===== src/rtl/tts_pkg.sv =====
// Shared types and helpers for the truth-table sweeper.
//   state_t   : sweep FSM states
//   N_INPUTS  : netlist input count
//   N_VECTORS : input combinations per sweep
//   to_gray   : binary step -> Gray-code vector
package tts_pkg;

  localparam int unsigned N_INPUTS  = 4;
  localparam int unsigned N_VECTORS = 16;

  typedef enum logic [1:0] {
    IDLE,
    SETTLE,
    SAMPLE,
    DONE
  } state_t;

  function automatic logic [N_INPUTS-1:0] to_gray(input logic [N_INPUTS-1:0] k);
    return k ^ (k >> 1);
  endfunction

endpackage


===== src/rtl/sample_voter.sv =====
// Synchronises the asynchronous netlist output and majority-votes N_SAMPLES
// consecutive synchronised values.
//   clk, rst_n : clock, asynchronous active-low reset
//   clear      : drop any partially accumulated vote
//   enable     : take one sample this cycle
//   din        : raw netlist output (asynchronous to clk)
//   last       : this enabled cycle takes the final sample of the window
//   valid      : one-cycle pulse, result holds the vote (cycle after last)
//   result     : majority value
module sample_voter #(
  parameter int unsigned N_SAMPLES = 3
) (
  input  logic clk,
  input  logic rst_n,
  input  logic clear,
  input  logic enable,
  input  logic din,
  output logic last,
  output logic valid,
  output logic result
);

  localparam int unsigned SW = $clog2(N_SAMPLES + 1);

  logic          sync1;
  logic          sync2;
  logic [SW-1:0] samp_cnt;
  logic [SW-1:0] ones_cnt;
  logic [SW-1:0] ones_total;

  assign last = enable && (samp_cnt == SW'(N_SAMPLES - 1));

  always_comb begin
    ones_total = ones_cnt + SW'(sync2);
  end

  always_ff @(posedge clk or negedge rst_n) begin
    if (!rst_n) begin
      sync1 <= 1'b0;
      sync2 <= 1'b0;
    end else begin
      sync1 <= din;
      sync2 <= sync1;
    end
  end

  always_ff @(posedge clk or negedge rst_n) begin
    if (!rst_n) begin
      samp_cnt <= '0;
      ones_cnt <= '0;
      valid    <= 1'b0;
      result   <= 1'b0;
    end else begin
      valid <= 1'b0;
      if (clear) begin
        samp_cnt <= '0;
        ones_cnt <= '0;
      end else if (enable) begin
        if (last) begin
          result   <= (ones_total > SW'(N_SAMPLES / 2));
          valid    <= 1'b1;
          samp_cnt <= '0;
          ones_cnt <= '0;
        end else begin
          samp_cnt <= samp_cnt + 1'b1;
          ones_cnt <= ones_total;
        end
      end
    end
  end

endmodule


===== src/rtl/truth_table_sweeper.sv =====
// Sweeps all 16 input combinations of a 4-input combinational netlist,
// votes the settled output for each vector and assembles a truth-table
// signature, then compares it against EXPECTED.
// Optional: define SWEEP_GRAY_EN to apply vectors in Gray-code order
// (signature and latency unchanged, vec_idx reports the Gray vector).
//   clk, rst_n  : clock, asynchronous active-low reset
//   start       : begin a sweep when idle
//   abort       : terminate a running sweep (wins over start)
//   dut_out     : netlist output, asynchronous
//   in1..in4    : netlist inputs, in1 = vector MSB
//   busy        : sweep in progress
//   done        : one-cycle completion pulse
//   signature   : captured truth table, bit v = netlist(v)
//   pass        : signature == EXPECTED, valid from done onward
//   vec_idx     : vector currently applied
module truth_table_sweeper
  import tts_pkg::*;
#(
  parameter int unsigned SETTLE_CYCLES = 64,
  parameter int unsigned N_SAMPLES     = 3,
  parameter logic [15:0] EXPECTED      = 16'h3812
) (
  input  logic        clk,
  input  logic        rst_n,
  input  logic        start,
  input  logic        abort,
  input  logic        dut_out,
  output logic        in1,
  output logic        in2,
  output logic        in3,
  output logic        in4,
  output logic        busy,
  output logic        done,
  output logic [15:0] signature,
  output logic        pass,
  output logic [3:0]  vec_idx
);

  localparam int unsigned CW = $clog2(SETTLE_CYCLES + 1);
  localparam logic [CW-1:0] SETTLE_LAST = CW'(SETTLE_CYCLES - 1);
  localparam logic [N_INPUTS-1:0] LAST_STEP = N_INPUTS'(N_VECTORS - 1);

  state_t              state;
  logic [CW-1:0]       settle_cnt;
  logic [N_INPUTS-1:0] step;
  logic [N_INPUTS-1:0] step_next;
  logic [N_INPUTS-1:0] vec_next;
  logic [N_INPUTS-1:0] wr_idx;
  logic [15:0]         sig_next;
  logic                start_go;
  logic                abort_go;
  logic                vote_clear;
  logic                vote_en;
  logic                vote_last;
  logic                vote_valid;
  logic                vote_bit;

  always_comb begin
    start_go   = (state == IDLE) && start && !abort;
    abort_go   = (state != IDLE) && abort;
    vote_clear = start_go || abort_go;
    vote_en    = (state == SAMPLE) && !abort;
    step_next  = step + 1'b1;
`ifdef SWEEP_GRAY_EN
    vec_next   = to_gray(step_next);
`else
    vec_next   = step_next;
`endif
  end

  // The vote for a vector lands one cycle after its last sample, by which
  // time the FSM has moved on; wr_idx remembers where it belongs.
  always_comb begin
    sig_next = signature;
    if (vote_valid) sig_next[wr_idx] = vote_bit;
  end

  sample_voter #(
    .N_SAMPLES(N_SAMPLES)
  ) u_voter (
    .clk   (clk),
    .rst_n (rst_n),
    .clear (vote_clear),
    .enable(vote_en),
    .din   (dut_out),
    .last  (vote_last),
    .valid (vote_valid),
    .result(vote_bit)
  );

  always_ff @(posedge clk or negedge rst_n) begin
    if (!rst_n) begin
      state             <= IDLE;
      settle_cnt        <= '0;
      step              <= '0;
      wr_idx            <= '0;
      vec_idx           <= '0;
      {in1, in2, in3, in4} <= '0;
      busy              <= 1'b0;
      done              <= 1'b0;
      signature         <= '0;
      pass              <= 1'b0;
    end else begin
      done <= 1'b0;
      if (vote_valid) signature <= sig_next;

      if (abort_go) begin
        state             <= IDLE;
        busy              <= 1'b0;
        pass              <= 1'b0;
        {in1, in2, in3, in4} <= '0;
      end else begin
        case (state)
          IDLE: begin
            if (start_go) begin
              signature         <= '0;
              pass              <= 1'b0;
              step              <= '0;
              vec_idx           <= '0;
              {in1, in2, in3, in4} <= '0;
              settle_cnt        <= '0;
              busy              <= 1'b1;
              state             <= SETTLE;
            end
          end
          SETTLE: begin
            if (settle_cnt == SETTLE_LAST) state <= SAMPLE;
            else settle_cnt <= settle_cnt + 1'b1;
          end
          SAMPLE: begin
            if (vote_last) begin
              wr_idx <= vec_idx;
              if (step == LAST_STEP) begin
                state <= DONE;
              end else begin
                step              <= step_next;
                vec_idx           <= vec_next;
                {in1, in2, in3, in4} <= vec_next;
                settle_cnt        <= '0;
                state             <= SETTLE;
              end
            end
          end
          DONE: begin
            done  <= 1'b1;
            busy  <= 1'b0;
            pass  <= (sig_next == EXPECTED);
            state <= IDLE;
          end
          default: state <= IDLE;
        endcase
      end
    end
  end

endmodule


===== config.mk =====
export PLATFORM = sky130hd
export DESIGN_NAME = truth_table_sweeper
export DESIGN_NICKNAME = d
export VERILOG_FILES = /design/src/rtl/tts_pkg.sv /design/src/rtl/sample_voter.sv /design/src/rtl/truth_table_sweeper.sv
export SDC_FILE = /design/constraint.sdc
export NUM_CORES = 1
export LEC_CHECK = 0
export CAP_MARGIN = 10
export CORE_MARGIN = 2
export CORE_UTILIZATION = 59
export DETAILED_ROUTE_END_ITERATION = 6
export HOLD_SLACK_MARGIN = 0.05
export PLACE_DENSITY = 0.82
export SLEW_MARGIN = 10
export SYNTH_ARGS = -nofsm -noshare
export SYNTH_HDL_FRONTEND = slang
export SYNTH_HIERARCHICAL = 1
export SYNTH_SLANG_ARGS = --single-unit

===== constraint.sdc =====
create_clock -name clk -period 5.1 [get_ports clk]
set_clock_uncertainty 0.1 [all_clocks]
set_input_delay 0.51 -clock clk [delete_from_list [all_inputs] [get_ports clk]]
set_output_delay 0.51 -clock clk [all_outputs]
set_load 0.1 [all_outputs]

==> run_results.csv, run 1 <==
group,metric,value,unit
floorplan,rows,24,
global_routing,grt_first_pass_wirelength,9315,um
floorplan,initial_core_util,60.27,%
yosys,ys_types,50,
yosys,synth_area,0.002570,mm2
power_and_ir_drop,cellPowerDensity,246.5,mW/mm2
floorplan,chipWidth,70,um
timing,final-max-slew-violation-count,0,
min_path,min_path_type,"flop to flop",
job,maxCapViolations,0,
yosys,postSynthCellCount,264,
detailed_routing,firstDrtPassIters,4,
timing,whs,253.9,ps
detailed_routing,vias_per_cell,6.023,
placement,dp_slack,1767,ps
floorplan,io_pins,32,
global_routing,grt-ovfl-total,0,
yosys,yosys_most_used_dff,"dfrtp_1",
cts,clock-sinks,48,
timing,finalCritPeriodShare,59.42,%
status,run_status,"completed",
detailed_routing,wire_per_inst,16.01,um
finish,fillers,334,
timing,setup_viol,0,
placement,postPlaceCellArea,0.002870,mm2
critical_path,r2r-end,"in2",
finish,final_cells,342,
yosys,ys_ff_latch,48,
yosys,avgSynthCellArea,9.735,um2
yosys,synth-compound-area-share,14.26,%
detailed_routing,ant_nets,0,
critical_path,start_kind,"input port",
cts,cts_buffers,5,
cts,htree_levels,2,
placement,io_buffers,31,
global_routing,grt_max_degree,49,
critical_path,rr_worst_depth,7,
floorplan,die_area,0.004900,mm2
min_path,min_from,"u_voter/sync1",
min_path,worstHoldEndpoint,"u_voter/sync2",
timing,fmax,0.3300,GHz
yosys,synth-seq-area-share,46.74,%
power_and_ir_drop,ir_drop,0.1556,mV
timing,tns,0,ps
floorplan,core,0.004264,mm2
finish,final_cell_area,0.002978,mm2
yosys,synth-xor-area-share,1.363,%
yosys,synth_mux_area_share,8.228,%
yosys,synth-edff-count,0,
yosys,async_flop_share,100.0,%
global_routing,antenna_found_initial,0,
critical_path,r2r_setup_slack,2180,ps
placement,dp_hpwl,3710,um
yosys,ys_warn_count,6,
cts,clock_path_buffers,2,
timing,rsz0062_at_grt,"false",
cts,worstSkewPairLatency,310,ps
detailed_routing,vias,2060,
finish,layout.nets,297,
yosys,synth_top_family_by_area,"simple AND/OR/NAND/NOR gates",
timing,timing.final.ws_setup,2070,ps
finish,seq_area,0.001201,mm2
timing,layout_min_cycle_time,3030,ps
global_routing,grt_pass1_vias,1911,
detailed_routing,drt_iter0_markers,130,
critical_path,worst_ep_arrival_time,3140,ps
finish,multiInputGateArea,0.001280,mm2
yosys,synth-simple-area-share,24.49,%
min_path,hold-path-cell-count,0,
detailed_routing,routed_wl,5474,um
placement,place.gp.congestion,0.8022,
cts,cts_resized,0,
finish,area_delta_synth_final,15.87,%
cts,postCtsSetupBuffers,0,
timing,worst_pin_slew,1040,ps
finish,num_antenna_cells,0,
critical_path,path_max_fanout,11,
critical_path,critPathKind,"input port to flop",
floorplan,die_h,70,um
power_and_ir_drop,p_leak,1.234,nW
finish,drive_above_1_share,8.276,%
cts,tritoncts,"done",
cts,cts_hold_buffers,0,
critical_path,r2r_start,"state[0]",
global_routing,grt_util_all_layers,23.83,%
critical_path,crit_required,5210,ps
cts,clk_pin_slew,80,ps
yosys,syn_nets,272,
timing,relSlewSlack,30.69,%
detailed_routing,drc,0,
yosys,synthAdderAreaFrac,1.461,%
timing,hold_viol,0,
cts,cts_root_buf,"clkbuf_8",
placement,dp_cells,334,
critical_path,crit_path_end_kind,"flop",
cell type report:
cell class | instances | area share [%]
Clock buffer | 6 | 2.437
Clock inverter | 2 | 1.176
Inverter | 5 | 0.6303
Multi-Input combinational cell | 198 | 42.98
Sequential cell | 48 | 40.34
Tap cell | 52 | 2.185
Timing Repair Buffer | 31 | 10.25
layer usage:
layer / track usage (%) / share of wire [%] / vias to the layer above
met2: 38.31 / 50 / 47
met3: 4.762 / 3.8 / 5
met1: 33.24 / 45 / 1014
met5: 0 / 0 / -
met4: 6.410 / 1.2 / 0
li1: - / - / 994
power breakdown:
group / switching [W] / internal, W / total (W)
Combinational: 0.0000391 / 0.0000192 / 0.0000583
Sequential: 0.0000126 / 0.000392 / 0.000404
Clock: 0.000126 / 0.000146 / 0.000271
Total: 0.000178 / 0.000556 / 0.000734
Yosys cell counts, types with 2 or more instances:
master | count | share of area, %
a21o_1 | 3 | 0.88
a21oi_1 | 17 | 3.3
buf_2 | 5 | 0.97
buf_6 | 2 | 0.88
clkbuf_1 | 6 | 0.88
dfrtp_1 | 48 | 47
ha_1 | 3 | 1.5
inv_1 | 5 | 0.73
mux2_2 | 5 | 2.2
mux2i_1 | 14 | 5.5
nand2_1 | 21 | 3.1
nand2b_1 | 11 | 2.7
nand3_1 | 13 | 2.5
nand3b_1 | 6 | 1.8
nand4_1 | 2 | 0.49
nand4b_1 | 3 | 1.0
nor2_1 | 27 | 3.9
nor2b_1 | 2 | 0.49
nor3_1 | 5 | 0.97
nor3b_1 | 3 | 0.88
nor4b_1 | 3 | 1.0
o21ai_0 | 24 | 4.7
o31ai_1 | 3 | 0.88
or2_2 | 3 | 0.73
or3_1 | 3 | 0.73
xnor2_1 | 2 | 0.68
xor2_1 | 2 | 0.68
worst max-delay path by stage:
stage                     startpoint            end  cells after the start
after floorplan              step[0]            in1                      6
after global placement         abort  settle_cnt[5]                      8
after detailed placement       abort            in2                      7
after CTS                      abort            in2                      7
after global routing           abort            in2                      7
final                          abort            in2                      7
per-stage QoR:
step | total power [W] | utilization [%]
after global placement | 0.0004682 | 67.31
final | 0.0007339 | 69.84
after global routing | 0.0007633 | 69.84
after floorplan | 0.0004495 | -
after detailed placement | 0.0004706 | 67.31
after CTS | 0.0007394 | 69.84
logic make-up (layout without fill, tap and decap cells):
group | count (synthesis) | count (layout)
buffers and inverters | 18 | 44
muxes | 20 | 20
and+or+nand+nor | 110 | 110
AOI/OAI and AO/OA | 61 | 61
adders and majority gates | 3 | 3
DFF | 48 | 48
xor gates and xnor gates | 4 | 4
state kept, by name (all words and copies together) (netlist names):
| signal | flops |
|---|---|
| pass | 1 |
| step | 4 |
| in1 | 1 |
| in4 | 1 |
| busy | 1 |
| u_voter/ones_cnt | 2 |
| u_voter/samp_cnt | 2 |
| u_voter/valid | 1 |
| u_voter/sync1 | 1 |
| u_voter/sync2 | 1 |
| in2 | 1 |
| wr_idx | 4 |
| u_voter/result | 1 |
| signature | 16 |
| settle_cnt | 7 |
| done | 1 |
| in3 | 1 |
| state | 2 |
placed cells by master (no fill, tap or decap), drive strengths merged, types with 2 or more instances in the layout:
master,count
inv,5
nor3,5
a21oi,17
xnor2,2
clkdlybuf4s50,30
nand4,2
nand2b,11
nand3,13
nand2,21
dfrtp,48
nand4b,3
nor2b,3
nor2,28
nand3b,7
mux2i,14
nor4b,4
or3,3
mux2,6
or2,3
o31ai,3
clkbuf,6
xor2,2
o21ai,24
a21o,3
nor3b,4
ha,3
worst max-delay path, cell delays in order:
cell,delay [ps]
clkdlybuf4s50_1,610
nor2_1,480
and3b_4,290
nand3_1,100
a21boi_1,580
nand2b_1,300
o21ai_0,270
Note: power is estimated with default switching activity, not from simulation.
==> inputs of run 2 (changes only) <==
--- a/config.mk
+++ b/config.mk
@@ -7,10 +7,10 @@
 export LEC_CHECK = 0
 export CAP_MARGIN = 10
 export CORE_MARGIN = 2
-export CORE_UTILIZATION = 59
+export CORE_UTILIZATION = 55
 export DETAILED_ROUTE_END_ITERATION = 6
 export HOLD_SLACK_MARGIN = 0.05
-export PLACE_DENSITY = 0.82
+export PLACE_DENSITY = 0.77
 export SLEW_MARGIN = 10
 export SYNTH_ARGS = -nofsm -noshare
 export SYNTH_HDL_FRONTEND = slang
==> constraint.sdc (replaced) <==
create_clock -name clk -period 2.9 [get_ports clk]
set_clock_uncertainty 0.1 [all_clocks]
set_input_delay 0.29 -clock clk [delete_from_list [all_inputs] [get_ports clk]]
set_output_delay 0.29 -clock clk [all_outputs]
set_load 0.1 [all_outputs]
==> run 2 against run 1 <==
Net effect: utilization is 2.4 points lower; sequential share of layout area hardly changed; clock power rose by 110%; routed wire length fell by 0.26%; final cell count increased by 1.5%; combinational power increased by 94%; final area is essentially flat; critical path depth is 1 higher; global-route usage decreased by 0.87 points; critical path type is now flop to flop; first-iteration DRC count rose by 78%; total power increased by 89%.
==> run_results.csv, run 2 (same netlist as run 1, synthesis figures left out) <==
group,metric,value,unit
power_and_ir_drop,pwr-share-clk,40.7,%
power_and_ir_drop,comb_power_share,8.2,%
power_and_ir_drop,p_sw,0.0003179,W
cts,htree_levels,2,
detailed_routing,drc,0,
cts,clock_path_buffers,2,
critical_path,cp.depth,8,
floorplan,die_h,72.36,um
detailed_routing,met2_length,2589,um
cts,cts_resized,0,
critical_path,max_stage_delay,580,ps
timing,finalCritPeriodShare,86.73,%
cts,worstSkewPairLatency,300,ps
finish,regMostFlops,"signature",
placement,io_buffers,31,
placement,dp_slack,416.2,ps
critical_path,path_max_fanout,13,
detailed_routing,vias,2080,
timing,relSlewSlack,30.60,%
job,maxCapViolations,0,
power_and_ir_drop,p_int,0.001066,W
detailed_routing,drt_iter0_markers,231,
timing,whs,70.85,ps
critical_path,r2r_start,"state[1]",
timing,setup_viol,0,
cts,cts_buffers,5,
cts,postCtsSetupBuffers,0,
floorplan,die_area,0.005235,mm2
status,run_status,"completed",
floorplan,core,0.004414,mm2
finish,area_delta_synth_final,15.82,%
global_routing,grt_pass1_vias,1924,
placement,place.gp.congestion,0.8354,
timing,rsz0062_at_grt,"false",
power_and_ir_drop,sw_frac_of_total,22.97,%
cts,tritoncts,"done",
critical_path,crit_path_end_kind,"flop",
finish,num_antenna_cells,0,
detailed_routing,highest_layer,"met4",
timing,hold_viol,0,
cts,clk_pin_slew,90,ps
critical_path,crit_buf_inv,0,
power_and_ir_drop,ir_drop,0.3933,mV
power_and_ir_drop,pwr-share-seq,51.1,%
critical_path,start_kind,"flop",
floorplan,chipWidth,72.36,um
critical_path,critical-path-top-delay-family,"simple AND/OR/NAND/NOR gates",
timing,timing.final.ws_setup,384.8,ps
detailed_routing,ant_nets,0,
cts,cts_hold_buffers,0,
detailed_routing,routed_wl,5460,um
timing,worst_pin_slew,1041,ps
floorplan,io_pins,32,
global_routing,antenna_found_initial,0,
global_routing,grt-ovfl-total,0,
critical_path,worstSetupStartpoint,"state[1]",
critical_path,r2r-end,"settle_cnt[5]",
global_routing,grt_util_all_layers,22.95,%
cts,cts_root_buf,"clkbuf_8",
floorplan,rows,24,
timing,tns,0,ps
power_and_ir_drop,p_leak,1.328,nW
detailed_routing,vias_per_cell,5.994,
detailed_routing,wl_met1,2559,um
critical_path,r2r_setup_slack,380,ps
finish,layout.nets,303,
finish,final_cell_mix,"dfrtp_1, buf_4, nor2_1, o21ai_0, nand2_1",
placement,dp_hpwl,3710,um
critical_path,worst_ep_arrival_time,2650,ps
finish,final_common_cell,"dfrtp_1",
global_routing,grt_first_pass_wirelength,9321,um
critical_path,rr_worst_depth,8,
finish,drive_above_1_share,19.32,%
detailed_routing,wire_per_inst,15.73,um
detailed_routing,firstDrtPassIters,5,
finish,reg_top3,"signature x16, settle_cnt x7",
critical_path,critical_path.endpoint,"settle_cnt[5]",
finish,largest_register_ffs,16,
floorplan,initial_core_util,58.22,%
critical_path,crit_path_cell_trace,"nand2b_1 -> nor2_1 -> and3b_4 -> and4bb_2 -> nor2_2 -> a21o_1 -> or3_1 -> a21oi_1",
critical_path,crit_required,3030,ps
cts,clock-sinks,48,
finish,fillers,347,
critical_path,critPathKind,"flop to flop",
timing,final-max-slew-violation-count,0,
timing,fmax,0.3976,GHz
power_and_ir_drop,cellPowerDensity,464.9,mW/mm2
min_path,min_path_type,"input port to async pin",
global_routing,grt_max_degree,49,
timing,layout_min_cycle_time,2515,ps
detailed_routing,met3_length,250,um
critical_path,crit_slowest_cell,"dfrtp_1",
-- run 2: worst register-to-register path, cell delays in order, from the launching register on --
cell and delay [ps]:
dfrtp_1 580, nand2b_1 180, nor2_1 180, and3b_4 240, and4bb_2 330, nor2_2 70, a21o_1 260, or3_1 370
a21oi_1 140
-- run 2: per-stage QoR --
step	util [%]	power (W)	cells	instance area, um2
after floorplan	-	0.0007906	264	2570
after global placement	64.51	0.0008295	340	2848
after detailed placement	64.51	0.0008336	340	2848
after CTS	67.43	0.001397	347	2977
after global routing	67.43	0.001436	347	2977
final	67.43	0.001384	347	2977
-- run 2: power groups by stage --
| stage | logic (W) | registers (W) | clock network [W] |
|---|---|---|---|
| 6_report | 0.000113 | 0.000707 | 0.000564 |
| 3_5_place_dp | 0.000114 | 0.000719 | 0 |
| 3_3_place_gp | 0.000111 | 0.000719 | 0 |
| 4_1_cts | 0.000115 | 0.000707 | 0.000575 |
| 2_1_floorplan | 0.0000602 | 0.000730 | 0 |
| 5_1_grt | 0.000129 | 0.000710 | 0.000597 |
-- run 2: area by class of cell --
cell class,instances,area (um2),area share (%)
well taps,52,65.06,2.186
flip-flops and latches,48,1201,40.35
clock buffers,5,68.82,2.312
inverters,5,18.77,0.6305
multi-input cells,198,1280,43.00
clock inverters,2,60.06,2.018
repair buffers,37,282.8,9.500
-- run 2: worst min path at each step --
stage	start	endpoint	depth (start not counted)	slack, ps
2_1_floorplan	rst_n	busy	0	-110
3_3_place_gp	u_voter/sync1	u_voter/sync2	0	230
3_5_place_dp	u_voter/sync1	u_voter/sync2	0	230
4_1_cts	rst_n	signature[10]	1	110
5_1_grt	rst_n	signature[1]	1	180
6_report	rst_n	u_voter/sync2	1	70
-- run 2: routing by layer --
layer	GRT usage, %	up-vias
met2	35.17	50
met1	33.33	1018
met3	4.583	6
met4	6.499	0
li1	-	1006
met5	0	-
==> inputs of run 3 (changes only) <==
--- a/config.mk
+++ b/config.mk
@@ -6,9 +6,12 @@
 export NUM_CORES = 1
 export LEC_CHECK = 0
 export CAP_MARGIN = 10
+export CORE_ASPECT_RATIO = 1.75
 export CORE_MARGIN = 2
 export CORE_UTILIZATION = 55
+export CTS_CLUSTER_DIAMETER = 40
 export DETAILED_ROUTE_END_ITERATION = 6
+export GPL_TIMING_DRIVEN = 0
 export HOLD_SLACK_MARGIN = 0.05
 export PLACE_DENSITY = 0.77
 export SLEW_MARGIN = 10
==> run 3 against run 2 <==
Net effect: critical path depth is the same; routed wire length grew 5.5%; final area grew 3.5%; register-to-register slack lost 80 ps; total power shrank 5.9%; clock power shrank 15%; worst hold slack gained 180 ps; sequential power is essentially flat; setup slack lost 79 ps; via count grew 1.0%; non-clock buffer count grew 9; combinational power is essentially flat.
==> run_results.csv, run 3 (same netlist as run 1, synthesis figures left out) <==
group,metric,value,unit
timing,worst_pin_slew,994.8,ps
critical_path,worst_ep_arrival_time,2710,ps
critical_path,worstSetupStartpoint,"state[0]",
job,maxCapViolations,0,
power_and_ir_drop,ir_drop,0.4120,mV
detailed_routing,drc,0,
floorplan,rows,32,
timing,finalCritPeriodShare,89.47,%
finish,reg_top3,"signature x16, settle_cnt x7",
floorplan,initial_core_util,57.83,%
finish,num_antenna_cells,0,
finish,drive_above_1_share,10.82,%
cts,cts_root_buf,"clkbuf_8",
critical_path,crit_required,3020,ps
critical_path,crit_buf_inv,1,
cts,clock-sinks,48,
detailed_routing,vias_per_cell,5.902,
cts,clock_path_buffers,2,
detailed_routing,firstDrtPassIters,4,
placement,place.gp.congestion,0.8199,
critical_path,cp.depth,8,
critical_path,critical_path.endpoint,"in3",
floorplan,die_h,94.43,um
critical_path,cp_common_cell,"nand2b_1",
cts,cts_buffers,5,
timing,rsz0062_at_grt,"false",
critical_path,r2r-end,"in3",
placement,dp_hpwl,4413,um
global_routing,grt-ovfl-total,0,
min_path,min_path_type,"flop to flop",
critical_path,start_kind,"flop",
critical_path,r2r_start,"state[0]",
finish,regMostFlops,"signature",
timing,fmax,0.3854,GHz
timing,setup_viol,0,
finish,layout.nets,312,
finish,largest_register_ffs,16,
cts,htree_levels,2,
detailed_routing,drt_iter0_markers,53,
global_routing,grt_max_degree,33,
timing,timing.final.ws_setup,305.3,ps
detailed_routing,routed_wl,5761,um
status,run_status,"completed",
detailed_routing,ant_nets,0,
critical_path,crit_slowest_cell,"a21boi_1",
critical_path,path_max_fanout,9,
timing,layout_min_cycle_time,2595,ps
timing,final-max-slew-violation-count,0,
timing,tns,0,ps
min_path,hold-path-cell-count,0,
placement,dp_slack,61.85,ps
timing,whs,253.4,ps
floorplan,io_pins,32,
critical_path,max_stage_delay,580,ps
global_routing,antenna_found_initial,0,
critical_path,crit_path_end_kind,"flop",
finish,final_util,69.31,%
global_routing,grt_first_pass_wirelength,9742,um
detailed_routing,vias,2101,
finish,final_common_cell,"dfrtp_1",
global_routing,grt_util_all_layers,23.78,%
critical_path,rr_worst_depth,8,
placement,io_buffers,31,
critical_path,crit_path_cell_trace,"nand2b_1 -> nor2_1 -> buf_6 -> and3b_4 -> nand3_1 -> a21boi_1 -> nand2b_1 -> o21ai_0",
timing,hold_viol,0,
critical_path,r2r_setup_slack,310,ps
power_and_ir_drop,p_leak,1.293,nW
cts,tritoncts,"done",
global_routing,grt_pass1_vias,2132,
cts,cts_resized,0,
timing,relSlewSlack,33.47,%
detailed_routing,wire_per_inst,16.18,um
power_and_ir_drop,cellPowerDensity,422.9,mW/mm2
finish,area_delta_synth_final,19.86,%
floorplan,die_area,0.005257,mm2
floorplan,core,0.004444,mm2
cts,worstSkewPairLatency,300,ps
floorplan,chipWidth,55.67,um
cts,clk_pin_slew,90,ps
critical_path,critPathKind,"flop to flop",
critical_path,critical-path-top-delay-family,"simple AND/OR/NAND/NOR gates",
finish,final_cell_mix,"dfrtp_1, clkdlybuf4s50_1, nor2_1, o21ai_0, nand2_1",
==> run 3: cell count changes in the layout (fill, tap and decap cells not counted), moves of 2 or more <==
cell             before  now
buf_4                33    0
clkdlybuf4s50_1       3   30
clkbuf_1              0    6
buf_2                 1    6
buf_6                 0    2
==> run 3: layer usage <==
layer	track usage [%]	vias up	routed length (um)
li1	-	1025	-
met1	23.55	1001	2119
met2	45.93	56	3245
met3	3.836	19	173
met4	13.21	0	222
met5	0	-	0
==> run 3: worst reg2reg max path, stage by stage, from the launching register on <==
cell      delay (ps)
dfrtp_1          440
nand2b_1         230
nor2_1           140
buf_6            140
and3b_4          220
nand3_1          110
a21boi_1         580
nand2b_1         310
o21ai_0          250
==> run 3: final cells by class <==
class	count	area [um2]
timing repair buffer	33	335.3
multi-input combinational	198	1280
inverter	5	18.77
fill	362	1364
buffer	13	70.07
tap	51	63.81
clock buffer	5	68.82
clock inverter	3	42.54
sequential	48	1201
==> run 3: metrics by stage <==
| stage | instance area [um2] | power (W) | instances |
|---|---|---|---|
| floorplan | 2570 | 0.0007906 | 264 |
| global placement | 2944 | 0.0008293 | 346 |
| detailed placement | 2959 | 0.0008361 | 347 |
| CTS | 3080 | 0.001324 | 356 |
| global route | 3080 | 0.001367 | 356 |
| finish | 3080 | 0.001303 | 356 |
==> run 3: power breakdown <==
group,leakage (nW),switching (W),internal (W)
Combinational,0.583,0.0000747,0.0000399
Sequential,0.656,0.0000186,0.000689
Clock,0.0541,0.000226,0.000255
==> run 3: how the worst min path moves through the flow <==
| stage | end | start | slack (ps) |
|---|---|---|---|
| 6_report | u_voter/sync2 | u_voter/sync1 | 250 |
| 5_1_grt | u_voter/sync2 | u_voter/sync1 | 270 |
| 4_1_cts | u_voter/sync2 | u_voter/sync1 | 260 |
| 3_5_place_dp | signature[10] | rst_n | 140 |
| 3_3_place_gp | u_voter/sync2 | u_voter/sync1 | 230 |
| 2_1_floorplan | busy | rst_n | -110 |
==> run 3: timing repair <==
action,in CTS,in global routing
hold buffers,1,0
endpoints found under the hold margin,16,0
buffers inserted,0,0
